===== src/rtl/stage3_fc_scheduler_pkg.sv =====
// Shared sizing, derived widths and FSM encoding for the stage-3 fully-connected scheduler.
// Latency: n/a (types and constants only).
// Backpressure: n/a.
package stage3_fc_scheduler_pkg;

  localparam int CO      = 3;
  localparam int OF_BW   = 20;
  localparam int W_BW    = 8;
  localparam int N_POS   = 16;
  localparam int N_OUT   = 10;
  localparam int KOUT_BW = OF_BW + W_BW + $clog2(CO);
  localparam int ACC_BW  = KOUT_BW + $clog2(N_POS);
  localparam int WA_BW   = $clog2(N_OUT * N_POS);
  localparam int PA_BW   = (N_POS > 1) ? $clog2(N_POS) : 1;
  localparam int KA_BW   = (N_OUT > 1) ? $clog2(N_OUT) : 1;
  localparam int RC_BW   = $clog2(N_OUT * N_POS + 1);

  typedef logic [CO*OF_BW-1:0] feat_vec_t;
  typedef logic [CO*W_BW-1:0]  wgt_vec_t;

  typedef enum logic [2:0] {
    ST_IDLE  = 3'd0,
    ST_LOAD  = 3'd1,
    ST_RUN   = 3'd2,
    ST_FLUSH = 3'd3,
    ST_DONE  = 3'd4
  } fc_state_t;

endpackage


===== src/rtl/stage3_fc_feat_buf.sv =====
// Pooled-map buffer: DEPTH x WIDTH, one write port, one registered read port.
// Latency: read data valid one cycle after rd_en.
// Backpressure: none; writes and reads always complete.
module stage3_fc_feat_buf
  import stage3_fc_scheduler_pkg::*;
#(
  parameter int DEPTH = N_POS,
  parameter int WIDTH = CO * OF_BW,
  localparam int AW   = (DEPTH > 1) ? $clog2(DEPTH) : 1
) (
  input  logic             clk,
  input  logic             reset,
  input  logic             wr_en,
  input  logic [AW-1:0]    wr_addr,
  input  logic [WIDTH-1:0] wr_data,
  input  logic             rd_en,
  input  logic [AW-1:0]    rd_addr,
  output logic [WIDTH-1:0] rd_data
);

  logic [WIDTH-1:0] mem [DEPTH];

  always_ff @(posedge clk) begin
    if (wr_en) mem[wr_addr] <= wr_data;
  end

  always_ff @(posedge clk) begin
    if (reset)      rd_data <= '0;
    else if (rd_en) rd_data <= mem[rd_addr];
  end

endmodule


===== src/rtl/stage3_fc_scheduler.sv =====
// FC-layer sequencer around the dot-product kernel; optional argmax via STAGE3_FC_ARGMAX_EN.
// Latency: scores follow kernel results by one cycle; o_done one cycle after the last score.
// Backpressure: input accepted only in IDLE/LOAD; beats offered in RUN/FLUSH/DONE are dropped.
module stage3_fc_scheduler
  import stage3_fc_scheduler_pkg::*;
(
  input  logic                clk,
  input  logic                reset,
  input  logic                i_in_valid,
  output logic                o_in_ready,
  input  logic [CO*OF_BW-1:0] i_in_data,
  output logic                o_w_en,
  output logic [WA_BW-1:0]    o_w_addr,
  input  logic [CO*W_BW-1:0]  i_w_data,
  output logic                o_k_valid,
  output logic [CO*OF_BW-1:0] o_k_pool,
  output logic [CO*W_BW-1:0]  o_k_weight,
  input  logic                i_k_valid,
  input  logic [KOUT_BW-1:0]  i_k_data,
  output logic                o_score_valid,
  output logic [ACC_BW-1:0]   o_score,
  output logic [KA_BW-1:0]    o_score_idx,
  output logic                o_done,
  output logic                o_busy
`ifdef STAGE3_FC_ARGMAX_EN
  ,
  output logic                o_class_valid,
  output logic [KA_BW-1:0]    o_class
`endif
);

  fc_state_t state, state_nxt;

  logic [PA_BW-1:0] wr_ptr, iss_p, rcv_p;
  logic [KA_BW-1:0] iss_k, rcv_k;
  logic [RC_BW-1:0] rcv_cnt;
  logic signed [ACC_BW-1:0] acc, k_ext, sum;

  logic in_acc, wr_last, iss_p_last, iss_last, rcv_en, rcv_last_p, rcv_all, score_evt;

  assign in_acc     = i_in_valid && o_in_ready;
  assign wr_last    = (wr_ptr == PA_BW'(N_POS - 1));
  assign iss_p_last = (iss_p == PA_BW'(N_POS - 1));
  assign iss_last   = iss_p_last && (iss_k == KA_BW'(N_OUT - 1));
  assign rcv_en     = i_k_valid && ((state == ST_RUN) || (state == ST_FLUSH));
  assign rcv_last_p = (rcv_p == PA_BW'(N_POS - 1));
  assign rcv_all    = (rcv_cnt == RC_BW'(N_OUT * N_POS));
  assign score_evt  = rcv_en && rcv_last_p;
  assign k_ext      = {{(ACC_BW-KOUT_BW){i_k_data[KOUT_BW-1]}}, i_k_data};
  assign sum        = acc + k_ext;

  always_ff @(posedge clk) begin
    if (reset) state <= ST_IDLE;
    else       state <= state_nxt;
  end

  always_comb begin
    state_nxt = state;
    case (state)
      ST_IDLE:  if (in_acc) state_nxt = wr_last ? ST_RUN : ST_LOAD;
      ST_LOAD:  if (in_acc && wr_last) state_nxt = ST_RUN;
      ST_RUN:   if (iss_last) state_nxt = ST_FLUSH;
      ST_FLUSH: if (rcv_all) state_nxt = ST_DONE;
      ST_DONE:  state_nxt = ST_IDLE;
      default:  state_nxt = ST_IDLE;
    endcase
  end

  always_comb begin
    o_in_ready = (state == ST_IDLE) || (state == ST_LOAD);
    o_busy     = (state != ST_IDLE);
    o_done     = (state == ST_DONE);
    o_w_en     = (state == ST_RUN);
    o_w_addr   = '0;
    if (state == ST_RUN)
      o_w_addr = WA_BW'(iss_k) * WA_BW'(N_POS) + WA_BW'(iss_p);
  end

  // Write pointer wraps to 0 on the final beat, so IDLE always writes slot 0.
  always_ff @(posedge clk) begin
    if (reset)       wr_ptr <= '0;
    else if (in_acc) wr_ptr <= wr_last ? '0 : wr_ptr + 1'b1;
  end

  always_ff @(posedge clk) begin
    if (reset) begin
      iss_p <= '0;
      iss_k <= '0;
    end else if (state == ST_RUN) begin
      iss_p <= iss_p_last ? '0 : iss_p + 1'b1;
      if (iss_p_last) iss_k <= iss_last ? '0 : iss_k + 1'b1;
    end
  end

  stage3_fc_feat_buf u_buf (
    .clk     (clk),
    .reset   (reset),
    .wr_en   (in_acc),
    .wr_addr (wr_ptr),
    .wr_data (i_in_data),
    .rd_en   (state == ST_RUN),
    .rd_addr (iss_p),
    .rd_data (o_k_pool)
  );

  always_ff @(posedge clk) begin
    if (reset) o_k_valid <= 1'b0;
    else       o_k_valid <= (state == ST_RUN);
  end

  assign o_k_weight = i_w_data;

  // Return side relies only on result order, never on kernel latency.
  always_ff @(posedge clk) begin
    if (reset || !((state == ST_RUN) || (state == ST_FLUSH))) begin
      acc     <= '0;
      rcv_p   <= '0;
      rcv_k   <= '0;
      rcv_cnt <= '0;
    end else if (rcv_en) begin
      acc     <= rcv_last_p ? '0 : sum;
      rcv_p   <= rcv_last_p ? '0 : rcv_p + 1'b1;
      rcv_cnt <= rcv_cnt + 1'b1;
      if (rcv_last_p) rcv_k <= rcv_k + 1'b1;
    end
  end

  always_ff @(posedge clk) begin
    if (reset) begin
      o_score_valid <= 1'b0;
      o_score       <= '0;
      o_score_idx   <= '0;
    end else begin
      o_score_valid <= score_evt;
      if (score_evt) begin
        o_score     <= sum;
        o_score_idx <= rcv_k;
      end
    end
  end

`ifdef STAGE3_FC_ARGMAX_EN
  logic signed [ACC_BW-1:0] best_score;
  logic [KA_BW-1:0]         best_idx, cls_q;

  // Strict compare keeps the lowest index on ties.
  always_ff @(posedge clk) begin
    if (reset) begin
      best_score <= '0;
      best_idx   <= '0;
    end else if (score_evt && ((rcv_k == '0) || (sum > best_score))) begin
      best_score <= sum;
      best_idx   <= rcv_k;
    end
  end

  always_ff @(posedge clk) begin
    if (reset)                                           cls_q <= '0;
    else if ((state == ST_FLUSH) && (state_nxt == ST_DONE)) cls_q <= best_idx;
  end

  assign o_class_valid = (state == ST_DONE);
  assign o_class       = cls_q;
`endif

endmodule

===== config.mk =====
export PLATFORM = sky130hd
export DESIGN_NAME = stage3_fc_scheduler
export DESIGN_NICKNAME = d
export VERILOG_FILES = /design/src/rtl/stage3_fc_scheduler_pkg.sv /design/src/rtl/stage3_fc_feat_buf.sv /design/src/rtl/stage3_fc_scheduler.sv
export SDC_FILE = /design/constraint.sdc
export NUM_CORES = 1
export LEC_CHECK = 0
export CAP_MARGIN = 25
export CORE_ASPECT_RATIO = 2
export CORE_MARGIN = 2
export CORE_UTILIZATION = 65
export CTS_BUF_LIST = sky130_fd_sc_hd__clkbuf_8
export CTS_CLUSTER_DIAMETER = 30
export DETAILED_ROUTE_END_ITERATION = 7
export DONT_BUFFER_PORTS = 1
export HOLD_SLACK_MARGIN = 0.08
export PLACE_DENSITY = 0.87
export SLEW_MARGIN = 20
export SYNTH_ARGS = -nofsm -noshare
export SYNTH_HDL_FRONTEND = slang
export SYNTH_SLANG_ARGS = --single-unit

===== constraint.sdc =====
create_clock -name clk -period 6.08 [get_ports clk]
set_input_delay 1.824 -clock clk [delete_from_list [all_inputs] [get_ports clk]]
set_output_delay 1.824 -clock clk [all_outputs]
set_load 0.01 [all_outputs]

Word-level counts from Yosys, hierarchy flattened

Memory sizes are Yosys's and may differ from the RTL's. A register that Yosys moved wholly into a read port is not among the register bits.
Index checks and enable logic that the tools add are counted.

Input port bits: 118
Bits in registers: 105
Memory bits (writable): 960
Memories kept: 1

$add $sub $neg: 8
Equality and inequality tests: 13
Reduce and logical (&&, ||, !) cells: 14
Muxes and demuxes: 14

Memories:

| memory    | words | bits a word | rd ports | clocked after memory_dff | write ports | RTL line                 | source |
|---|---|---|---|---|---|---|---|
| u_buf.mem | 16    | 60          | 1        | 1                        | 1           | stage3_fc_feat_buf.sv:21 | `logic [WIDTH-1:0] mem [DEPTH];` |

Operators by type and width:

| kind                                                                     | count |
|---|---|
| 34-bit by 30-bit adder with 34-bit output                                | 1 |
| 34-bit two-way mux                                                       | 1 |
| 4-bit by 1-bit adder with 4-bit output (second input constant)           | 5 |
| 4-bit equality test (second input constant)                              | 4 |
| 4-bit two-way mux                                                        | 4 |
| 3-bit two-way mux                                                        | 4 |
| 3-bit one-hot mux with 4 select lines                                    | 1 |
| 8-bit by 1-bit adder with 8-bit output (second input constant)           | 1 |
| 8-bit by 4-bit adder with 8-bit output                                   | 1 |
| 8-bit equality test (second input constant)                              | 1 |
| 8-bit two-way mux                                                        | 1 |
| 3-bit by 2-bit equality test with 1-bit output (second input constant)   | 2 |
| 2-bit inequality test (second input constant)                            | 3 |
| 1-bit logical AND                                                        | 5 |
| 2-bit AND reduction                                                      | 2 |
| 4-bit AND reduction                                                      | 1 |
| 3-bit by 1-bit equality test with 1-bit output (second input constant)   | 1 |
| 3-bit equality test (second input constant)                              | 1 |
| 3-bit zero test                                                          | 1 |
| 1-bit logical OR                                                         | 3 |
| 3-bit nonzero test                                                       | 1 |
| 1-bit two-way mux                                                        | 2 |
| 2-bit two-way mux                                                        | 1 |
| 2-bit by 1-bit inequality test with 1-bit output (second input constant) | 1 |
| 1-bit zero test                                                          | 1 |

Depth between registers and ports, before layout

Gate-level depths: netlist (run 1).

Word-level depth: 6
Gate-level depth with buffers: 11
Mapped depth without buffers: 11

Hierarchy

A second synthesis (run 1) with hierarchy kept.

Cells, all modules: 2987
Area total of the unflattened synthesis: 44752.9 um^2

By module, submodules not included:

| module              | seq. area each (um^2) | times used | area an instance (um^2) | cells each |
|---|---|---|---|---|
| stage3_fc_feat_buf  | 30028.8               | 1          | 38762.2                 | 2255 |
| stage3_fc_scheduler | 2102.0                | 1          | 5990.7                  | 732 |

Least setup slack after synthesis (run 1)

No wires, ideal clock.

Kind: input -> register
Start: input port i_in_valid
End: memory u_buf.mem[15][0] (netlist bit), enable pin
Path buffers: 0
Arrival time: 4486 ps
Setup slack: 1115 ps
Stages: 2
Path through: nand2_1 -> nor2_1

Word-level cells in the longest chain between the ends: 3

Ends and longest elaborated chain:

| element                                 | RTL line                  | source |
|---|---|---|
| from (decl)                             | stage3_fc_scheduler.sv:9  | `input logic i_in_valid,` |
| 1-bit logical AND                       | stage3_fc_scheduler.sv:41 | `assign in_acc = i_in_valid && o_in_ready;` |
| 1-bit two-way mux                       | stage3_fc_feat_buf.sv:24  | `if (wr_en) mem[wr_addr] <= wr_data;` |
| 1-bit two-way mux (implied by the code) | stage3_fc_feat_buf.sv:24  |  |
| to (decl)                               | stage3_fc_feat_buf.sv:21  |  |

Every way passes these cells.

Final worst setup path (run 1)

Start: register state[2]
End: output port o_w_en

Word-level cells in the longest chain between the ends: 1

Ends and longest elaborated chain:

| element                                        | RTL line                  | source |
|---|---|---|
| from (decl)                                    | stage3_fc_scheduler.sv:32 | `fc_state_t state, state_nxt;` |
| from (signal assigned)                         | stage3_fc_scheduler.sv:54 | `else state <= state_nxt;` |
| 3-bit by 2-bit equality test with 1-bit output | stage3_fc_scheduler.sv:73 | `o_w_en = (state == ST_RUN);` |
| to (decl)                                      | stage3_fc_scheduler.sv:12 | `output logic o_w_en,` |

Every way passes these cells.

==> results of run 1 <==
## cells by family (layout without fill, tap and decap cells)
kind of cell	after synthesis	after routing
buffers and inverters	171	323
and+or+nand+nor	403	403
xor gates and xnor gates	45	45
muxes	300	300
adders and majority gates	45	45
DFF	1125	1125
AOI/OAI and AO/OA	254	254
other	0	1
## worst min-delay path by stage
stage,startpoint,to,slack [ps],cells past startpoint
after floorplan,rcv_k[3]$_SDFFE_PP0P_,o_score_idx[3]$_SDFFE_PP0P_,440,2
after global placement,rcv_k[2]$_SDFFE_PP0P_,o_score_idx[2]$_SDFFE_PP0P_,470,2
after detailed placement,acc[32]$_SDFFE_PP0P_,acc[32]$_SDFFE_PP0P_,460,1
after CTS,rcv_k[2]$_SDFFE_PP0P_,o_score_idx[2]$_SDFFE_PP0P_,480,2
after global routing,rcv_k[2]$_SDFFE_PP0P_,o_score_idx[2]$_SDFFE_PP0P_,490,2
final,rcv_k[2]$_SDFFE_PP0P_,o_score_idx[2]$_SDFFE_PP0P_,470,2
## where the power goes
part | switching (mW) | internal, mW
combinational | 0.528 | 0.498
sequential | 0.106 | 8.49
clock | 2.84 | 2.76
total | 3.48 | 11.8
## registers in the layout (all words and copies together) (netlist names)
register / flops
u_buf.mem: 960
u_buf.rd_data: 60
acc: 34
o_score: 34
rcv_cnt: 8
iss_k: 4
iss_p: 4
o_score_idx: 4
rcv_k: 4
rcv_p: 4
wr_ptr: 4
state: 3
o_k_valid: 1
o_score_valid: 1
## tightest hold or removal path: cells and delay by family (launching register included)
family / cells / cell delay [ps]
and+or+nand+nor: 1 / 60
DFF: 1 / 330
AOI/OAI and AO/OA: 1 / 50
## layout make-up
cell class                 count  share of cell area [%]
multi-input combinational   1047                    23.6
timing repair buffer          36                   0.778
antenna                        1                 0.00522
tap                          890                    2.32
inverter                      16                   0.125
clock inverter               115                    1.62
clock buffer                 156                    4.48
sequential                  1125                    67.1
## routing by layer
layer | GRT usage (%) | share of wire, % | wire, µm
met1 | 37.1 | 33 | 35200
met2 | 52.4 | 52 | 55100
met3 | 7.66 | 10 | 11000
met4 | 14.3 | 4.1 | 4320
met5 | 0 | 0 | 0
## placed cells by master, fill, tap and decap left out, types with 6 or more instances in the layout
master	n
nor3_1	11
o21ai_0	17
inv_6	7
nand2_1	210
o21a_1	8
nand4_1	9
xor2_1	21
bufinv_16	8
ha_1	44
nand3b_1	10
clkinvlp_4	6
a22oi_1	13
clkinv_1	26
and2_4	12
and3_1	13
clkinv_2	16
buf_4	29
inv_1	59
edfxtp_1	960
a22o_1	20
dfxtp_1	161
xnor2_1	24
nor3b_1	6
mux4_2	300
nor2_1	62
clkbuf_8	156
a21o_1	14
nand4b_1	8
nand3_1	20
a21oi_1	128
## through the flow
| step | total power [mW] | area, µm² | cells | util, % |
|---|---|---|---|---|
| after floorplan | 9.53 | 44100 | 2343 | - |
| after global placement | 9.72 | 44900 | 3110 | 66.6 |
| after detailed placement | 9.79 | 44900 | 3112 | 66.7 |
| after CTS | 15.3 | 47900 | 3383 | 71.0 |
| after global routing | 15.6 | 47900 | 3386 | 71.1 |
| final | 15.2 | 47900 | 3386 | 71.1 |
==> summary.md, run 1 <==
By startpoint and endpoint, the worst setup path is classified as reg -> out. Gates resized during post-CTS repair numbered 0. The initial core utilization was 65.4%; the placed wire-length estimate after detailed placement was 59.6 mm.

The area growth from synthesis to layout is 8.67%. The total power divided by cell area works out to 318 mW/mm². The static leakage is 15.1 nW. Buffers inserted to repair hold after CTS numbered 0. Setup violations remaining at the end of the flow were counted as 0. The worst flop-to-flop path endpoint is u_buf.mem[9][27]$_DFFE_PP_.

The total of flip-flops plus latches after synthesis was 1125. On the critical path, the stage with the largest delay is an instance of inv_2. The net total in the final layout was 2537. For the maximum root-to-sink buffer count, the log shows 3.

254 I/O pins were placed. The tools report the endpoint of the most critical setup path as o_w_en. The number of global-route vias before repair is 24200, and the overall routing resource usage is 30.7%.

Kind of cell with the highest combined delay on the critical path: buffers and inverters. By instance count, the leading cell after synthesis is edfxtp_1. The area fraction of the dominant cell type after synthesis is 65.4%, and the maximum level of the CTS H-tree is 4. Post-CTS setup buffer count: 0. Measured along the y axis, the die boundary spans 372 µm.

The logs give 0 for the max-capacitance violation count and 26.2% for the tightest slew margin relative to the limit. Each instance of the synthesized netlist takes up on average 18.8 µm². The top flip-flop cell by instance count after synthesis is edfxtp_1. In this run the critical register-to-register path is launched from state[1]$_SDFFE_PP0P_. After global routing the overflow that remains totals 0. The number of I/O port buffers works out to 0. The count of fill cells added during filler insertion is 3701.

The count of flip-flops with a built-in enable after synthesis came out at 960. The proportion of synthesized area in mux cells works out to 15.3%. IR analysis of the VDD net gives a maximum drop of 247 µV.

The simple-gate area share of the yosys netlist works out to 4.24%. In this run, distinct cell masters in the synthesized netlist total 75. The buffers plus inverters on the worst setup path was 1; the row count was 135. The biggest cell delay along the critical path was 670 ps; the data arrival time of the worst path was 2480 ps. The signal on the critical path passes through nor2_1, nand2_4, inv_2. The number of remaining DRC errors was 0; the setup slack after placement was 1220 ps. The cell area that synthesis handed to floorplanning was 0.0441 mm². The count of cells along the worst register-to-register path is 5, and the clock transition at the registers of the reported paths is 80 ps. In the finished design, the share of the clock period the worst path needs comes to 70.9%. Entering global routing, the biggest net connects 152 pins.

Ranked by total cell area, the synthesized netlist is headed by edfxtp_1, mux4_2, dfxtp_1, nand2_1, a21oi_1. At the worst endpoint, the required time is 4260 ps. The run gives 72.9% as the portion of the post-synthesis area used by sequential elements. In this run the worst path has a maximum fanout of 39.

The shortest clock period the worst path allows after layout works out to 4310 ps. Of the total synthesized cell area, the portion taken by full adders, half adders and majority gates is 1.29%. The transition at the pin with the smallest max-transition slack is 1110 ps. The run gives 0 as the number of pins exceeding their max-slew limit in the final report.

The pre-antenna-repair detailed-routing pass consisted of 6 iterations. For the minimum hold slack, the log shows 471 ps. The die extent in x was 188 µm; the hold violation total from the final report was 0. On the final layout, the worst clock skew is 32.6 ps.

Cell taking the most area after synthesis: edfxtp_1. The register cell area after layout was 0.0321 mm². Setup repair after global routing left no endpoint under its margin. Clock latency on the worst-skew pair, taken at its later pin, is 800 ps. Ratio of routed vias to standard cells: 6.93. The worst setup path is launched from a flop. The logs give 0.0113 mm² for the multi-input gate area in the final layout and 1125 for the clock net sink count. Counting every instance in the synthesized netlist gives 2343. The number of synthesis warnings was 0; the core outline area was 0.0674 mm². The final critical-path setup slack was 1770 ps. In the synthesized netlist, the cells that appear most often are edfxtp_1, mux4_2, nand2_1, dfxtp_1, a21oi_1. Summing the areas of all xor and xnor instances in the mapped netlist gives 0.894% of the synthesized area.

The highest clock rate is 0.232 GHz. Path category of the worst min-delay check: reg -> reg. The die covers 0.0701 mm².

The first global-routing pass estimated 154 mm of wire. The depth of the critical timing path with buffers and inverters included came out at 3. The number of nets in the synthesized netlist is 2506. TritonCTS built the clock tree. The flow ran to the end, and the final reports show no timing, DRC or antenna violations.

The synthesized netlist devotes 3.71% of its cell area to compound gates. The initial antenna violation count was 1. The weighted congestion reported at the end of routability-driven placement is 0.893. By area, the combinational part of the netlist is dominated by multiplexers.

Wires add up to 106 mm. CTS placed an instance of clkbuf_8 at the clock tree root. The worst setup path is captured at an output pin.

The setup check on the worst reg-to-reg path leaves a slack of 2240 ps. For this run, asynchronously set or reset flops after synthesis account for 0%. The run gives 2578 as the starting DRC count in detailed routing. The layout cell share with drive strength beyond 1 was 23.2%.

Detailed routing inserted a total of 23500 vias. The launching instance or port of the critical path is state[2]$_SDFFE_PP0P_. Adding up every negative setup slack in the final design gives 0 ps. In this run the remaining antenna-violating nets after routing total 0. Dividing the detail-routed wire length by the instance count gives 31.2 µm. The number of buffers added by the clock tree synthesis step is 148.
No activity file was read; power rests on OpenSTA's default activity.
==> inputs of run 2 (changes only) <==
CORE_UTILIZATION = 59   (was 65)
PLACE_DENSITY = 0.84   (was 0.87)
clock period = 3.5 ns   (was 6.08 ns; I/O delays follow)
==> summary.md, run 2 (same netlist as run 1, synthesis figures left out) <==
The layout overhead on the synthesized area is 11.8% (was 8.67%), and the clock transition at the registers of the reported paths is 70 ps (was 80 ps). Ratio of routed vias to standard cells: 6.64 (was 6.93). The standard cell with the maximum stage delay on the critical path was dfxtp_4 (was inv_2). The clock net sink count is 1125 (unchanged). Total global routing overflow: 0 (unchanged). The power dissipated by switching net loads is 6.10 mW (was 3.48 mW).

The final period utilization is 93.9%, and the routed wire length is 104 mm (was 106 mm). TritonCTS built the clock tree. The number of global-route vias before repair was 24500 (was 24200); the worst clock skew was 37.2 ps (was 32.6 ps).

The part of the total power dissipated in the clock network is 38.3% (was 36.8%), and the count of fill cells added during filler insertion is 4495 (was 3701). The total power divided by cell area came out at 552 mW/mm² (was 318 mW/mm²). The kind of start point of the critical path is a flop (unchanged). Most frequent cells in the layout: edfxtp_1, mux4_2, nand2_1 (unchanged). The starting DRC count in detailed routing came out at 2137 (was 2578). The path category of the worst min-delay check was in -> reg (was reg -> reg). The transition at the pin with the smallest max-transition slack is 748 ps (was 1110 ps), and the power after layout is 27.2 mW (was 15.2 mW). Largest regs: u_buf.mem: 960 flops, u_buf.rd_data: 60 flops (unchanged). The run gives 60.8 mm (was 59.6 mm) as the placed wire-length estimate after detailed placement.

Part of the power in combinational logic: 6.8% (was 6.7%). The cell count after placement was 3221 (was 3112). The clock root buffer master was clkbuf_8 (unchanged).

Based on the critical path, the design can be clocked at up to 0.304 GHz. Net total in the final layout: 2616 (was 2537). The die span in y was 391 µm (was 372 µm); the internal power contribution was 21.1 mW (was 11.8 mW). For the post-CTS setup buffer count, the log shows 0 (unchanged). The area enclosed by the die boundary was 0.0771 mm² (was 0.0701 mm²); the final instance count without filler cells was 3516 (was 3386). The total number of vias is 23400 (was 23500), and the largest net degree at the start of global routing is 135 (was 152). Number of instances on the worst hold path: 1 (was 2). Proportion of power drawn by flip-flops and latches: 54.9% (was 56.5%). For the initial antenna violation count, the log shows 1 (unchanged). The type of the setup path with the least slack was reg -> out (unchanged). The largest fanout of any net on the critical path is 24 (was 39), and the worst voltage drop across the vdd grid is 534 µV (was 247 µV). The number of flip-flops under the largest register name was 960 (unchanged); the biggest cell delay along the critical path was 830 ps (was 670 ps). Static leakage: 15.7 nW (was 15.1 nW). The shortest clock period the worst path allows after layout is 3290 ps, and the max-capacitance violation count is 0 (unchanged). The tools report the maximum level of the CTS H-tree as 4 (unchanged). Setup repair after global routing left no endpoint under its margin. Minimum hold slack: 312 ps (was 471 ps). The overall routing resource usage is 27.6% (was 30.7%), and the average detailed-routed wire length per instance is 29.6 µm (was 31.2 µm). The hold violation total from the final report came out at 0 (unchanged).

For the number of buffers added by the clock tree synthesis step, the log shows 159 (was 148). Top register by number of flip-flops: u_buf.mem (unchanged). The destination of the worst hold path is o_score[5]$_SDFFE_PP0P_ (was o_score_idx[2]$_SDFFE_PP0P_).

Row count: 141 (was 135). For the total setup violations reported at the end of the flow, the log shows 0 (unchanged). The number of remaining DRC errors is 0 (unchanged), and the die extent in x is 197 µm (was 188 µm). Cell Chain, Critical Path: buf_4, and3_1 (was nor2_1, nand2_4, inv_2). The run finished with clean final reports. The switching portion of total power was 22.4% (was 22.8%); the minimum setup slack among reg-to-reg paths was 470 ps (was 2240 ps).

The layout cell share with drive strength beyond 1 works out to 26.5% (was 23.2%). The number of pins exceeding their max-slew limit in the final report was 0 (unchanged); the number of I/O port buffers was 0 (unchanged). The most frequent standard cell in the layout excluding fill and tap cells is edfxtp_1 (unchanged). The tools report the core outline area as 0.0739 mm² (was 0.0674 mm²). The tools report the worst flop-to-flop path endpoint as acc[22]$_SDFFE_PP0P_ (was u_buf.mem[9][27]$_DFFE_PP_).

First-pass detailed-route iteration total: 6 (unchanged). The total negative setup slack was 0 ps (unchanged); the wire length of the first global-routing pass was 153 mm (was 154 mm). The tools report the required time of the critical path as 2450 ps (was 4260 ps). The tools report the maximum root-to-sink buffer count as 3 (unchanged). The launch instance of the worst register-to-register path was acc[2]$_SDFFE_PP0P_ (was state[1]$_SDFFE_PP0P_). For the post-cts gate resize count, the log shows 0 (unchanged).

The count of cells along the worst register-to-register path works out to 11 (was 5). Weighted congestion reported at the end of routability-driven placement: 0.953 (was 0.893). The tools report the hold path startpoint as reset (was rcv_k[2]$_SDFFE_PP0P_). The tools report the initial core utilization as 59.7% (was 65.4%). The data arrival time of the worst path was 2240 ps (was 2480 ps); the number of hold buffers added after CTS was 0 (unchanged). The number of antenna-violating nets in the routed design is 0 (unchanged), and the tightest slew margin relative to the limit is 50.1% (was 26.2%).

The category of the worst setup path capture point is an output pin (unchanged). The clock latency of the later-clocked register in the worst-skew pair was 810 ps (was 800 ps); the number of top-level design ports was 254 (unchanged).
==> run 2: metrics by stage <==
| step | setup slack [ps] | utilization, % | area (µm²) |
|---|---|---|---|
| floorplan | -42.7 | - | 44200 |
| global placement | -244 | 62.3 | 46000 |
| detailed placement | -272 | 62.3 | 46000 |
| CTS | 15.2 | 66.7 | 49300 |
| global route | 65.3 | 66.7 | 49300 |
| finish | 214 | 66.7 | 49300 |
==> run 2: metal layers <==
layer / wire (µm) / track usage, % / share of wire (%)
met4: 4200 / 12.5 / 4.0
met5: 0 / 0 / 0
met2: 54400 / 47.5 / 52
met1: 35300 / 32.4 / 34
met3: 10200 / 7.56 / 9.8
==> run 2: how the worst max path moves through the flow <==
stage | cells after the start | slack [ps] | endpoint | startpoint
floorplan | 10 | -40 | o_score[33]$_SDFFE_PP0P_ | i_k_data[13]
global placement | 13 | -240 | acc[22]$_SDFFE_PP0P_ | i_k_data[0]
detailed placement | 13 | -270 | acc[22]$_SDFFE_PP0P_ | i_k_data[0]
CTS | 3 | 20 | o_w_addr[5] | state[2]$_SDFFE_PP0P_
global route | 2 | 70 | o_w_addr[5] | state[1]$_SDFFE_PP0P_
finish | 2 | 210 | o_w_addr[0] | iss_p[0]$_SDFFE_PP0P_
==> run 2: cell type report <==
type	count	area, µm²	area share [%]
Multi-Input combinational cell	1047	11300	23.0
Sequential cell	1125	32100	65.2
Tap cell	929	1160	2.36
Clock buffer	174	2390	4.86
Antenna cell	1	2.50	0.00508
Clock inverter	120	880	1.78
Inverter	16	62.6	0.127
Timing Repair Buffer	104	1310	2.65
==> run 2: worst max-delay path: cells and delay by family, from the launching register on <==
kind / cells / cell delay [ps]
flip-flops: 1 / 830
buffers and inverters: 1 / 320
AND/OR/NAND/NOR: 1 / 270
==> run 2: power by group through the flow <==
stage                     sequential (mW)  combinational [mW]  clock (mW)
after floorplan                      15.1                1.43           0
after global placement               15.2                1.82           0
after detailed placement             15.2                1.87           0
after CTS                            14.9                1.88        10.6
after global routing                 15.0                1.98        11.1
final                                14.9                1.85        10.4
